<file path="config.mk">
export PLATFORM = sky130hd
export DESIGN_NAME = vedic_mul_arbiter
export DESIGN_NICKNAME = d
export VERILOG_FILES = /design/src/rtl/vedic_mul_arbiter.sv
export SDC_FILE = /design/constraint.sdc
export NUM_CORES = 1
export LEC_CHECK = 0
export ABC_AREA = 1
export CORE_MARGIN = 2
export CORE_UTILIZATION = 38
export DETAILED_ROUTE_END_ITERATION = 7
export GPL_ROUTABILITY_DRIVEN = 0
export PLACE_DENSITY_LB_ADDON = 0.12
export SETUP_SLACK_MARGIN = 0.2
export SLEW_MARGIN = 10
export SYNTH_ARGS = -nofsm -noshare
export SYNTH_HDL_FRONTEND = slang
export SYNTH_SLANG_ARGS = --single-unit
</file>
<file path="constraint.sdc">
create_clock -name clk -period 1.95 [get_ports clk]
set_clock_uncertainty 0.1 [all_clocks]
set_input_delay 0.39 -clock clk [delete_from_list [all_inputs] [get_ports clk]]
set_output_delay 0.39 -clock clk [all_outputs]
set_load 0.1 [all_outputs]
</file>
<file path="src/rtl/vedic_mul_arbiter.sv">
// vedic_mul_arbiter: shares a single multi-cycle Vedic multiplier among NREQ
// requesters. Round-robin grant, one operation in flight, operands and result
// latched, per-operation timeout watchdog.
//
// Handshakes:
//   request  : requester i holds req_valid[i] with stable operands; the
//              transfer happens in the cycle req_ready[i] is high (IDLE only,
//              one-hot, combinational from req_valid and the rr pointer).
//   response : rsp_valid/rsp_id/rsp_result/rsp_err hold stable until the
//              cycle rsp_valid & rsp_ready, which is the transfer.
//   multiplier: mul_a/mul_b are stable while mul_do is high; the first cycle
//              with mul_do & mul_done ends the operation. mul_done outside
//              WAIT is stale and ignored.
module vedic_mul_arbiter #(
  parameter  int W       = 8,
  parameter  int NREQ    = 4,
  parameter  int TIMEOUT = 64,
  localparam int IDW     = $clog2(NREQ),
  localparam int TW      = $clog2(TIMEOUT)
) (
  input  logic              clk,
  input  logic              reset,
  input  logic [NREQ-1:0]   req_valid,
  input  logic [NREQ*W-1:0] req_a,
  input  logic [NREQ*W-1:0] req_b,
  output logic [NREQ-1:0]   req_ready,
  output logic              rsp_valid,
  output logic [IDW-1:0]    rsp_id,
  output logic [2*W-1:0]    rsp_result,
  output logic              rsp_err,
  input  logic              rsp_ready,
  output logic [W-1:0]      mul_a,
  output logic [W-1:0]      mul_b,
  output logic              mul_do,
  input  logic [2*W-1:0]    mul_result,
  input  logic              mul_done,
  output logic              busy,
  output logic [2:0]        dbg_state
);

  typedef enum logic [2:0] {
    S_IDLE  = 3'd0,
    S_ISSUE = 3'd1,
    S_WAIT  = 3'd2,
    S_RESP  = 3'd3,
    S_GAP   = 3'd4
  } state_t;

  state_t           state_q, state_d;
  logic [IDW-1:0]   rr_ptr_q, rr_ptr_d;
  logic [IDW-1:0]   rsp_id_q, rsp_id_d;
  logic [2*W-1:0]   rsp_result_q, rsp_result_d;
  logic             rsp_err_q, rsp_err_d;
  logic             rsp_valid_q, rsp_valid_d;
  logic [W-1:0]     mul_a_q, mul_a_d;
  logic [W-1:0]     mul_b_q, mul_b_d;
  logic             mul_do_q, mul_do_d;
  logic [TW-1:0]    timer_q, timer_d;

  logic             grant_found;
  logic [IDW-1:0]   grant_idx;
  int               cand;

  // Round-robin pick: first valid requester at or after rr_ptr, wrapping.
  always_comb begin
    grant_found = 1'b0;
    grant_idx   = '0;
    cand        = 0;
    for (int off = 0; off < NREQ; off++) begin
      cand = int'(rr_ptr_q) + off;
      if (cand >= NREQ) cand = cand - NREQ;
      if (!grant_found && req_valid[cand[IDW-1:0]]) begin
        grant_found = 1'b1;
        grant_idx   = cand[IDW-1:0];
      end
    end
  end

  // Next-state and datapath updates for the operation sequencer.
  always_comb begin
    state_d      = state_q;
    rr_ptr_d     = rr_ptr_q;
    rsp_id_d     = rsp_id_q;
    rsp_result_d = rsp_result_q;
    rsp_err_d    = rsp_err_q;
    rsp_valid_d  = rsp_valid_q;
    mul_a_d      = mul_a_q;
    mul_b_d      = mul_b_q;
    mul_do_d     = mul_do_q;
    timer_d      = timer_q;
    req_ready    = '0;
    unique case (state_q)
      S_IDLE: begin
        // Ready stays low while reset is held so outputs read as zero.
        if (grant_found && reset) begin
          req_ready[grant_idx] = 1'b1;
          mul_a_d  = req_a[grant_idx*W +: W];
          mul_b_d  = req_b[grant_idx*W +: W];
          rsp_id_d = grant_idx;
          state_d  = S_ISSUE;
        end
      end
      S_ISSUE: begin
        mul_do_d = 1'b1;
        timer_d  = '0;
        state_d  = S_WAIT;
      end
      S_WAIT: begin
        // Completion takes priority over a coincident timeout.
        if (mul_done) begin
          rsp_result_d = mul_result;
          rsp_err_d    = 1'b0;
          rsp_valid_d  = 1'b1;
          mul_do_d     = 1'b0;
          state_d      = S_RESP;
        end else if (timer_q == TW'(TIMEOUT - 1)) begin
          rsp_result_d = '0;
          rsp_err_d    = 1'b1;
          rsp_valid_d  = 1'b1;
          mul_do_d     = 1'b0;
          state_d      = S_RESP;
        end else begin
          timer_d = timer_q + 1'b1;
        end
      end
      S_RESP: begin
        if (rsp_ready) begin
          rsp_valid_d = 1'b0;
          rr_ptr_d    = (int'(rsp_id_q) == NREQ - 1) ? '0 : rsp_id_q + 1'b1;
          state_d     = S_GAP;
        end
      end
      S_GAP: begin
        // One idle cycle so the multiplier can drop a lingering done.
        state_d = S_IDLE;
      end
      default: state_d = S_IDLE;
    endcase
  end

  // State and datapath registers, cleared asynchronously.
  always_ff @(posedge clk or negedge reset) begin
    if (!reset) begin
      state_q      <= S_IDLE;
      rr_ptr_q     <= '0;
      rsp_id_q     <= '0;
      rsp_result_q <= '0;
      rsp_err_q    <= 1'b0;
      rsp_valid_q  <= 1'b0;
      mul_a_q      <= '0;
      mul_b_q      <= '0;
      mul_do_q     <= 1'b0;
      timer_q      <= '0;
    end else begin
      state_q      <= state_d;
      rr_ptr_q     <= rr_ptr_d;
      rsp_id_q     <= rsp_id_d;
      rsp_result_q <= rsp_result_d;
      rsp_err_q    <= rsp_err_d;
      rsp_valid_q  <= rsp_valid_d;
      mul_a_q      <= mul_a_d;
      mul_b_q      <= mul_b_d;
      mul_do_q     <= mul_do_d;
      timer_q      <= timer_d;
    end
  end

  assign rsp_valid  = rsp_valid_q;
  assign rsp_id     = rsp_id_q;
  assign rsp_result = rsp_result_q;
  assign rsp_err    = rsp_err_q;
  assign mul_a      = mul_a_q;
  assign mul_b      = mul_b_q;
  assign mul_do     = mul_do_q;
  assign busy       = (state_q != S_IDLE);
  assign dbg_state  = state_q;

endmodule
</file>
==> impl_metrics.json, run 1 <==
{
  "outcome": "complete, but fails checks",
  "violations": "setup timing",
  "area.sequential_sq_um": 1210,
  "rows": 31,
  "clkSlewWorstSetupHoldPaths_ns": 0.09,
  "clock_sink_count": 48,
  "grt_pass1_vias": 3062,
  "route.detailed.drc": 0,
  "fillers": 457,
  "clockRootBuffer": "sky130_fd_sc_hd__clkbuf_8",
  "multi_input_comb_area_sq_um": 1580,
  "final_layout_size_suffix_gt1_frac": 0.321,
  "max-slew-margin-rel": 0.592,
  "grt_use_total": 0.212,
  "firstDrtPassIters": 4,
  "placement.io_buffers": 132,
  "die_height_um": 91.4,
  "criticalPathCategory": "register to output pin",
  "final_critical_path_setup_slack_ns": -0.671,
  "finalHoldViolations": 0,
  "synth-async-reset-ratio": 1.00,
  "cts_tree": "built",
  "initial_core_utilization": 0.396,
  "grt_max_degree": 49,
  "dr_total_vias": 3373,
  "clk_path_buf_depth": 2,
  "final_antenna_net_count": 0,
  "synth.yosys.warnings": 0,
  "hold_path.class": "input pin to asynchronous set/reset pin",
  "cap_viol_max_count": 0,
  "post-route-cell-area_sq_um": 5700,
  "grt_pass1_wl_mm": 14.4,
  "number_of_buffers_added_by_the_clock_tree_synthesis_step": 5,
  "post_detailed_placement_half_perimeter_wirelength_mm": 6.67,
  "flow.area_growth_from_synthesis_pct": 96.4,
  "antenna_diode_count": 0,
  "clock_latency_ns": 0.30,
  "synth-seq-cells": 48,
  "rsz_0062_raised_after_global_routing": "yes",
  "worst_setup_path_start_kind": "register",
  "globalRouteOverflowTotal": 0,
  "design.final.nets": 674,
  "yosys_most_used_dff": "sky130_fd_sc_hd__dfrtp_1",
  "postSynthCellCount": 407,
  "finalNonFillerCells": 684,
  "dr.first_iter.drc_count": 110,
  "final.period_utilization": 1.34,
  "ys_seq_area_frac": 0.414,
  "syn_nets": 497,
  "place.detailed.instances": 647,
  "critical_path_arrival_ns": 2.13,
  "cts-htree-levels": 2,
  "report.final.setup_viol": 23,
  "horizontal_die_dimension_um": 91.4,
  "wire_per_inst_um": 14.7,
  "drt-total-wl_mm": 10.1,
  "grt_antenna_before_repair": 0,
  "finalMaxSlewViolations": 0,
  "time_the_worst_path_needs_with_i_o_delays_and_setup_ns": 2.62,
  "cts_hold_repair.buffers": 0,
  "transition_time_at_the_pin_with_the_least_slew_margin_ns": 0.612,
  "post_synth_num_cell_types": 26,
  "floorplan.io_pins": 133,
  "detailed_place.area_sq_um": 5010,
  "synth_enable_flop_cells": 0,
  "floorplan.die_area_sq_um": 8360,
  "syn_area_sq_um": 2900,
  "avgSynthCellArea_sq_um": 7.14,
  "critPathMaxFanout": 4,
  "max_freq_mhz": 382,
  "setup_crit_end_kind": "output pin",
  "timing.critical_path.required_ns": 1.46,
  "via_density": 4.93,
  "coreArea_sq_um": 7330
}
layout make-up:
class | instances | area share
tap | 99 | 0.0217
sequential | 48 | 0.213
clock inverter | 2 | 0.00680
inverter | 72 | 0.0507
timing repair inverter | 1 | 0.00132
timing repair buffer | 184 | 0.414
clock buffer | 6 | 0.0145
multi-input combinational | 272 | 0.278
cell usage after synthesis, types with 2 or more instances:
cell type,count,share of area
sky130_fd_sc_hd__nand3_2,2,0.0069
sky130_fd_sc_hd__nand3_1,62,0.11
sky130_fd_sc_hd__nor2_4,3,0.012
sky130_fd_sc_hd__clkbuf_1,4,0.0052
sky130_fd_sc_hd__dfrtp_1,48,0.41
sky130_fd_sc_hd__or2_2,12,0.026
sky130_fd_sc_hd__nand2_1,121,0.16
sky130_fd_sc_hd__a22o_1,16,0.048
sky130_fd_sc_hd__buf_4,2,0.0052
sky130_fd_sc_hd__nor2_1,19,0.025
sky130_fd_sc_hd__nand2_2,4,0.0086
sky130_fd_sc_hd__ha_1,2,0.0086
sky130_fd_sc_hd__o21ai_0,7,0.012
sky130_fd_sc_hd__inv_2,3,0.0039
sky130_fd_sc_hd__nor3_1,2,0.0034
sky130_fd_sc_hd__a21oi_1,7,0.012
sky130_fd_sc_hd__inv_1,69,0.089
sky130_fd_sc_hd__or2_0,10,0.022
sky130_fd_sc_hd__buf_6,4,0.016
sky130_fd_sc_hd__buf_2,4,0.0069
final timing paths:
| kind | startpoint | to | slack (ns) | depth (start not counted) |
|---|---|---|---|---|
| worst max register to register | rr_ptr_q[0]$_DFFE_PN0P_ | mul_b[2]$_DFFE_PN0P_ | -0.39 | 15 |
| max in group asynchronous | reset | dbg_state[0]$_DFFE_PN0P_ | 1.11 | 2 |
| worst max-delay path | rr_ptr_q[0]$_DFFE_PN0P_ | req_ready[2] | -0.67 | 13 |
| min in group clk | reset | dbg_state[0]$_DFFE_PN0P_ | 0.36 | 3 |
| worst min register to register | mul_b[6]$_DFFE_PN0P_ | mul_b[6]$_DFFE_PN0P_ | 0.46 | 2 |
| worst min-delay path | reset | dbg_state[2]$_DFFE_PN0P_ | 0.18 | 2 |
flip-flops by register name, summed over array words and instances, names as in the netlist:
name,flops
rsp_result,16
rr_ptr_q,2
rsp_valid,1
timer_q,6
rsp_id,2
mul_do,1
rsp_err,1
mul_a,8
mul_b,8
dbg_state,3
metal layers:
layer,vias up,GRT usage,part of all wire
met5,-,0,0
met4,0,0.0467,0.019
met3,16,0.0432,0.057
met2,130,0.377,0.53
met1,1601,0.264,0.39
li1,1626,-,-
stage by stage:
stage	TNS, ns	setup WS [ns]	util	hold slack (ns)
floorplan	-1.91	-0.502	-	-0.00559
global placement	-11.32	-0.601	0.683	0.424
detailed placement	-12.78	-0.670	0.683	0.436
CTS	-5.78	-0.585	0.717	0.204
global route	-10.55	-0.790	0.778	0.228
finish	-7.75	-0.671	0.778	0.177
layout by cell type, fill, tap and decap left out, types with 11 or more instances in the layout:
cell type	instances
sky130_fd_sc_hd__or2_2	12
sky130_fd_sc_hd__nand2_2	17
sky130_fd_sc_hd__buf_4	31
sky130_fd_sc_hd__dfrtp_1	43
sky130_fd_sc_hd__nor2_4	11
sky130_fd_sc_hd__buf_12	51
sky130_fd_sc_hd__a22o_1	16
sky130_fd_sc_hd__nand2_1	100
sky130_fd_sc_hd__inv_1	60
sky130_fd_sc_hd__clkdlybuf4s50_1	86
sky130_fd_sc_hd__nand3_1	55
critical path, stage by stage (launching register included):
cell and delay (ns):
sky130_fd_sc_hd__dfrtp_2 0.43, sky130_fd_sc_hd__buf_12 0.13, sky130_fd_sc_hd__clkinvlp_4 0.09, sky130_fd_sc_hd__nand2_1 0.07, sky130_fd_sc_hd__nand2_1 0.07, sky130_fd_sc_hd__nand2_2 0.08, sky130_fd_sc_hd__nand2_2 0.07, sky130_fd_sc_hd__nor2_4 0.17
sky130_fd_sc_hd__nand2_2 0.09, sky130_fd_sc_hd__nor2_4 0.13, sky130_fd_sc_hd__nor2_4 0.07, sky130_fd_sc_hd__buf_12 0.13, sky130_fd_sc_hd__nor2_4 0.12, sky130_fd_sc_hd__buf_12 0.18
logic make-up (layout without fill, tap and decap cells):
family	after synthesis	after routing	share of synthesized area
and+or+nand+nor	237	237	0.371
buffers and inverters	87	265	0.128
DFF	48	48	0.414
AOI/OAI and AO/OA	33	33	0.0797
adders and majority gates	2	2	0.00862
what timing repair did:
| item | CTS | global route |
|---|---|---|
| pin swaps | 6 | 24 |
| gates resized for setup | 20 | 55 |
| setup buffers | 5 | 18 |
| endpoints found under the setup margin | 25 | 28 |
| cloned | 2 | 4 |
Power of run 1 is not shown: default switching activity piles up to over one toggle a cycle in this logic, so the estimate is an artifact.
==> inputs of run 2 (changes only) <==
--- a/config.mk
+++ b/config.mk
@@ -5,9 +5,9 @@
 export SDC_FILE = /design/constraint.sdc
 export NUM_CORES = 1
 export LEC_CHECK = 0
-export ABC_AREA = 1
+export ABC_AREA = 0
 export CORE_MARGIN = 2
-export CORE_UTILIZATION = 38
+export CORE_UTILIZATION = 37
 export DETAILED_ROUTE_END_ITERATION = 7
 export GPL_ROUTABILITY_DRIVEN = 0
 export PLACE_DENSITY_LB_ADDON = 0.12
==> run 2 against run 1 <==
The run still ends with setup timing left. Die area is 0.13% higher. Count of clock-buffer cells in the layout is 1 lower. Maximum frequency is 15% higher. Hold slack worse by 0.051 ns. Routed wire length is 4.3% higher. Non-clock buffer count is 9 higher. Sequential share of layout area is 0.33 points lower. Cell area is 1.8% higher. Critical path depth is 8 lower. Global-route usage is 2.0 points higher. Synthesized area is 2.5% lower. Via count is 9.7% lower. Critical endpoint is now req_ready[3]. Largest cell class unchanged.
==> impl_metrics.json, run 2 <==
{
  "synth-seq-cells": 48,
  "synth-async-reset-ratio": 1.00,
  "dpl_worst_slack_ns": -0.604,
  "post_detailed_placement_half_perimeter_wirelength_mm": 6.72,
  "max_freq_mhz": 437,
  "share_clk_of_total_power": 0.073,
  "clk_path_buf_depth": 2,
  "avgSynthCellArea_sq_um": 10.2,
  "dr.first_iter.drc_count": 103,
  "rsz_0062_raised_after_global_routing": "yes",
  "flow.area_growth_from_synthesis_pct": 105,
  "grt_pass1_wl_mm": 15.6,
  "worst-r2r-setup-slack_ns": 0.08,
  "design.final.nets": 545,
  "p_leak_nw": 2.45,
  "final_layout_size_suffix_gt1_frac": 0.419,
  "yosys.area.top_type": "sky130_fd_sc_hd__dfrtp_1",
  "setup.worst_path.start": "dbg_state[0]$_DFFE_PN0P_",
  "placement.io_buffers": 132,
  "max-slew-margin-rel": 0.744,
  "initial_core_utilization": 0.386,
  "post_synth_num_cell_types": 49,
  "post-synth-top-count-cell": "sky130_fd_sc_hd__dfrtp_1",
  "drt-total-wl_mm": 10.5,
  "number_of_buffers_added_by_the_clock_tree_synthesis_step": 5,
  "transition_time_at_the_pin_with_the_least_slew_margin_ns": 0.384,
  "flip_flop_count_of_the_largest_register_after_layout": 16,
  "critical_path_arrival_ns": 1.80,
  "dr_total_vias": 3047,
  "syn_area_sq_um": 2830,
  "grt_antenna_before_repair": 0,
  "finalHoldViolations": 0,
  "timing.critical_path.required_ns": 1.46,
  "hold_path.class": "input pin to asynchronous set/reset pin",
  "cts_tree": "built",
  "die_height_um": 91.5,
  "clock_latency_ns": 0.31,
  "post-synth-top-area-fraction": 0.424,
  "floorplan.die_area_sq_um": 8370,
  "rows": 31,
  "commonest_non_fill_non_tap_cell_in_the_layout": "sky130_fd_sc_hd__clkdlybuf4s50_1",
  "net-switching-power_mw": 5.42,
  "floorplan.io_pins": 133,
  "final_critical_path_setup_slack_ns": -0.336,
  "irDropWorstVdd_uv": 1430,
  "synth_enable_flop_cells": 0,
  "final_hold_slack_ns": 0.126,
  "worst_setup_path_start_kind": "register",
  "ys_seq_area_frac": 0.424,
  "power.sequential.fraction": 0.185,
  "critPathSlowestCell": "sky130_fd_sc_hd__dfrtp_4",
  "horizontal_die_dimension_um": 91.5,
  "final_antenna_net_count": 0,
  "worst_r2r_path_depth": 9,
  "clock_sink_count": 48,
  "firstDrtPassIters": 4,
  "globalRouteOverflowTotal": 0,
  "swShare": 0.521,
  "antenna_diode_count": 0,
  "postSynthCellCount": 278,
  "violations": "setup timing",
  "yosys_most_used_dff": "sky130_fd_sc_hd__dfrtp_1",
  "coreArea_sq_um": 7330,
  "wire_per_inst_um": 18.9,
  "yosys-top-cells-count": "sky130_fd_sc_hd__dfrtp_1, sky130_fd_sc_hd__nand2_1, sky130_fd_sc_hd__a22o_1, sky130_fd_sc_hd__mux2i_1",
  "final_core_util": 0.792,
  "worst_r2r_endpoint": "mul_b[3]$_DFFE_PN0P_",
  "setup_crit_end_kind": "output pin",
  "cap_viol_max_count": 0,
  "report.final.setup_viol": 5,
  "grt_use_total": 0.232,
  "crit-reg2reg-launch": "rr_ptr_q[1]$_DFFE_PN0P_",
  "synth.yosys.warnings": 0,
  "p_comb_frac": 0.742,
  "clkSlewWorstSetupHoldPaths_ns": 0.10,
  "setup.worst_path.end": "req_ready[3]",
  "internal_dissipation_mw": 4.98,
  "syn_nets": 368,
  "most-common-layout-cells": "sky130_fd_sc_hd__clkdlybuf4s50_1, sky130_fd_sc_hd__buf_12, sky130_fd_sc_hd__dfrtp_1",
  "via_density": 5.49,
  "power_density_nw_per_um2": 1790,
  "grt_max_degree": 31,
  "outcome": "complete, but fails checks",
  "critPathMaxFanout": 4,
  "cts-htree-levels": 2,
  "criticalPathCategory": "register to output pin",
  "grt_pass1_vias": 3078,
  "time_the_worst_path_needs_with_i_o_delays_and_setup_ns": 2.29,
  "synth_area_leaders": "sky130_fd_sc_hd__dfrtp_1, sky130_fd_sc_hd__mux2i_1, sky130_fd_sc_hd__a22o_1",
  "final.period_utilization": 1.17,
  "finalMaxSlewViolations": 0,
  "clockRootBuffer": "sky130_fd_sc_hd__clkbuf_8",
  "critical_path_cell_list": "nor2_4, nand4b_1, buf_4, nor4_4, buf_12",
  "route.detailed.drc": 0,
  "worst_path_largest_cell_delay_ns": 0.51
}
-- run 2: cell types whose count changed in the layout (fill, tap and decap cells not counted), moves of 7 or more --
cell / before / now
sky130_fd_sc_hd__nand2_1: 100 / 30
sky130_fd_sc_hd__inv_1: 60 / 3
sky130_fd_sc_hd__nand3_1: 55 / 1
sky130_fd_sc_hd__a21o_1: 0 / 17
sky130_fd_sc_hd__nand4_1: 1 / 17
sky130_fd_sc_hd__nand2_2: 17 / 2
sky130_fd_sc_hd__o31ai_4: 0 / 13
sky130_fd_sc_hd__or2_2: 12 / 0
sky130_fd_sc_hd__mux2i_1: 0 / 11
sky130_fd_sc_hd__or2_0: 10 / 0
sky130_fd_sc_hd__o211ai_1: 0 / 9
sky130_fd_sc_hd__nand2_4: 8 / 0
sky130_fd_sc_hd__o211ai_2: 0 / 7
-- run 2: worst min-delay path by stage --
stage	start	endpoint	slack (ns)	cells after the start
5_1_grt	reset	dbg_state[1]$_DFFE_PN0P_	0.17	3
3_5_place_dp	reset	mul_b[7]$_DFFE_PN0P_	0.33	2
3_3_place_gp	reset	timer_q[0]$_DFFE_PN0P_	0.31	2
4_1_cts	reset	rsp_result[10]$_DFFE_PN0P_	0.13	3
6_report	reset	rr_ptr_q[0]$_DFFE_PN0P_	0.13	3
2_1_floorplan	reset	mul_a[0]$_DFFE_PN0P_	-0.006	0
-- run 2: power by group through the flow --
stage	sequential, mW	clock [mW]	combinational (mW)
floorplan	4.40	0	1.78
global placement	1.90	0	6.76
detailed placement	1.92	0	6.83
CTS	1.91	0.785	7.28
global route	1.98	0.810	8.00
finish	1.92	0.762	7.71
-- run 2: critical path: cells and delay by family, from the launching register on --
| family | cells | cell delay, ns |
|---|---|---|
| buf+inv | 2 | 0.45 |
| flops | 1 | 0.51 |
| simple gates | 3 | 0.52 |
-- run 2: stage by stage --
stage               area [sq um]  total power, mW  cells  setup TNS, ns
floorplan                   2980             6.18    278          -2.08
global placement            4960             8.66    521         -11.47
detailed placement          4960             8.75    521         -12.40
CTS                         5440             9.98    548          -1.28
global route                5810             10.8    555          -1.72
finish                      5810             10.4    555          -1.32
-- run 2: kinds of logic after synthesis --
kind of cell / synth area share
AO/OA/AOI/OAI: 0.283
buffers and inverters: 0.0552
AND/OR/NAND/NOR: 0.153
adder cells (fa/ha/maj): 0.00884
flip-flops: 0.424
multiplexers: 0.0756
-- run 2: layout make-up --
type                    instances  area (sq um)
flip-flops and latches         48          1220
fillers                       389          1530
multi-input cells             204          1910
clock inverters                 3          47.5
well taps                      99           124
clock buffers                   5          68.8
repair buffers                193          2420
inverters                       3          11.3
-- run 2: layer usage --
layer	up-vias	track usage	wire length [um]
met3	19	0.0573	751
met2	140	0.402	5600
met4	0	0.0455	180
met5	-	0	0
li1	1423	-	-
met1	1465	0.295	3980
-- run 2: what timing repair did --
item | in CTS | in global routing
pin swaps | 37 | 54
hold buffers | 1 | 0
hold endpoints to repair | 18 | 0
cloned | 3 | 1
gates resized for setup | 58 | 58
endpoints found under the setup margin | 46 | 46
buffers inserted | 15 | 6
Note: power is estimated with default switching activity, not from simulation.
==> inputs of run 3 (changes only) <==
--- a/config.mk
+++ b/config.mk
@@ -9,7 +9,7 @@
 export CORE_MARGIN = 2
 export CORE_UTILIZATION = 37
 export DETAILED_ROUTE_END_ITERATION = 7
-export GPL_ROUTABILITY_DRIVEN = 0
+export GPL_ROUTABILITY_DRIVEN = 1
 export PLACE_DENSITY_LB_ADDON = 0.12
 export SETUP_SLACK_MARGIN = 0.2
 export SLEW_MARGIN = 10
==> results of run 3 <==
The final DEF is identical to that of run 2; final timing and power are the same.
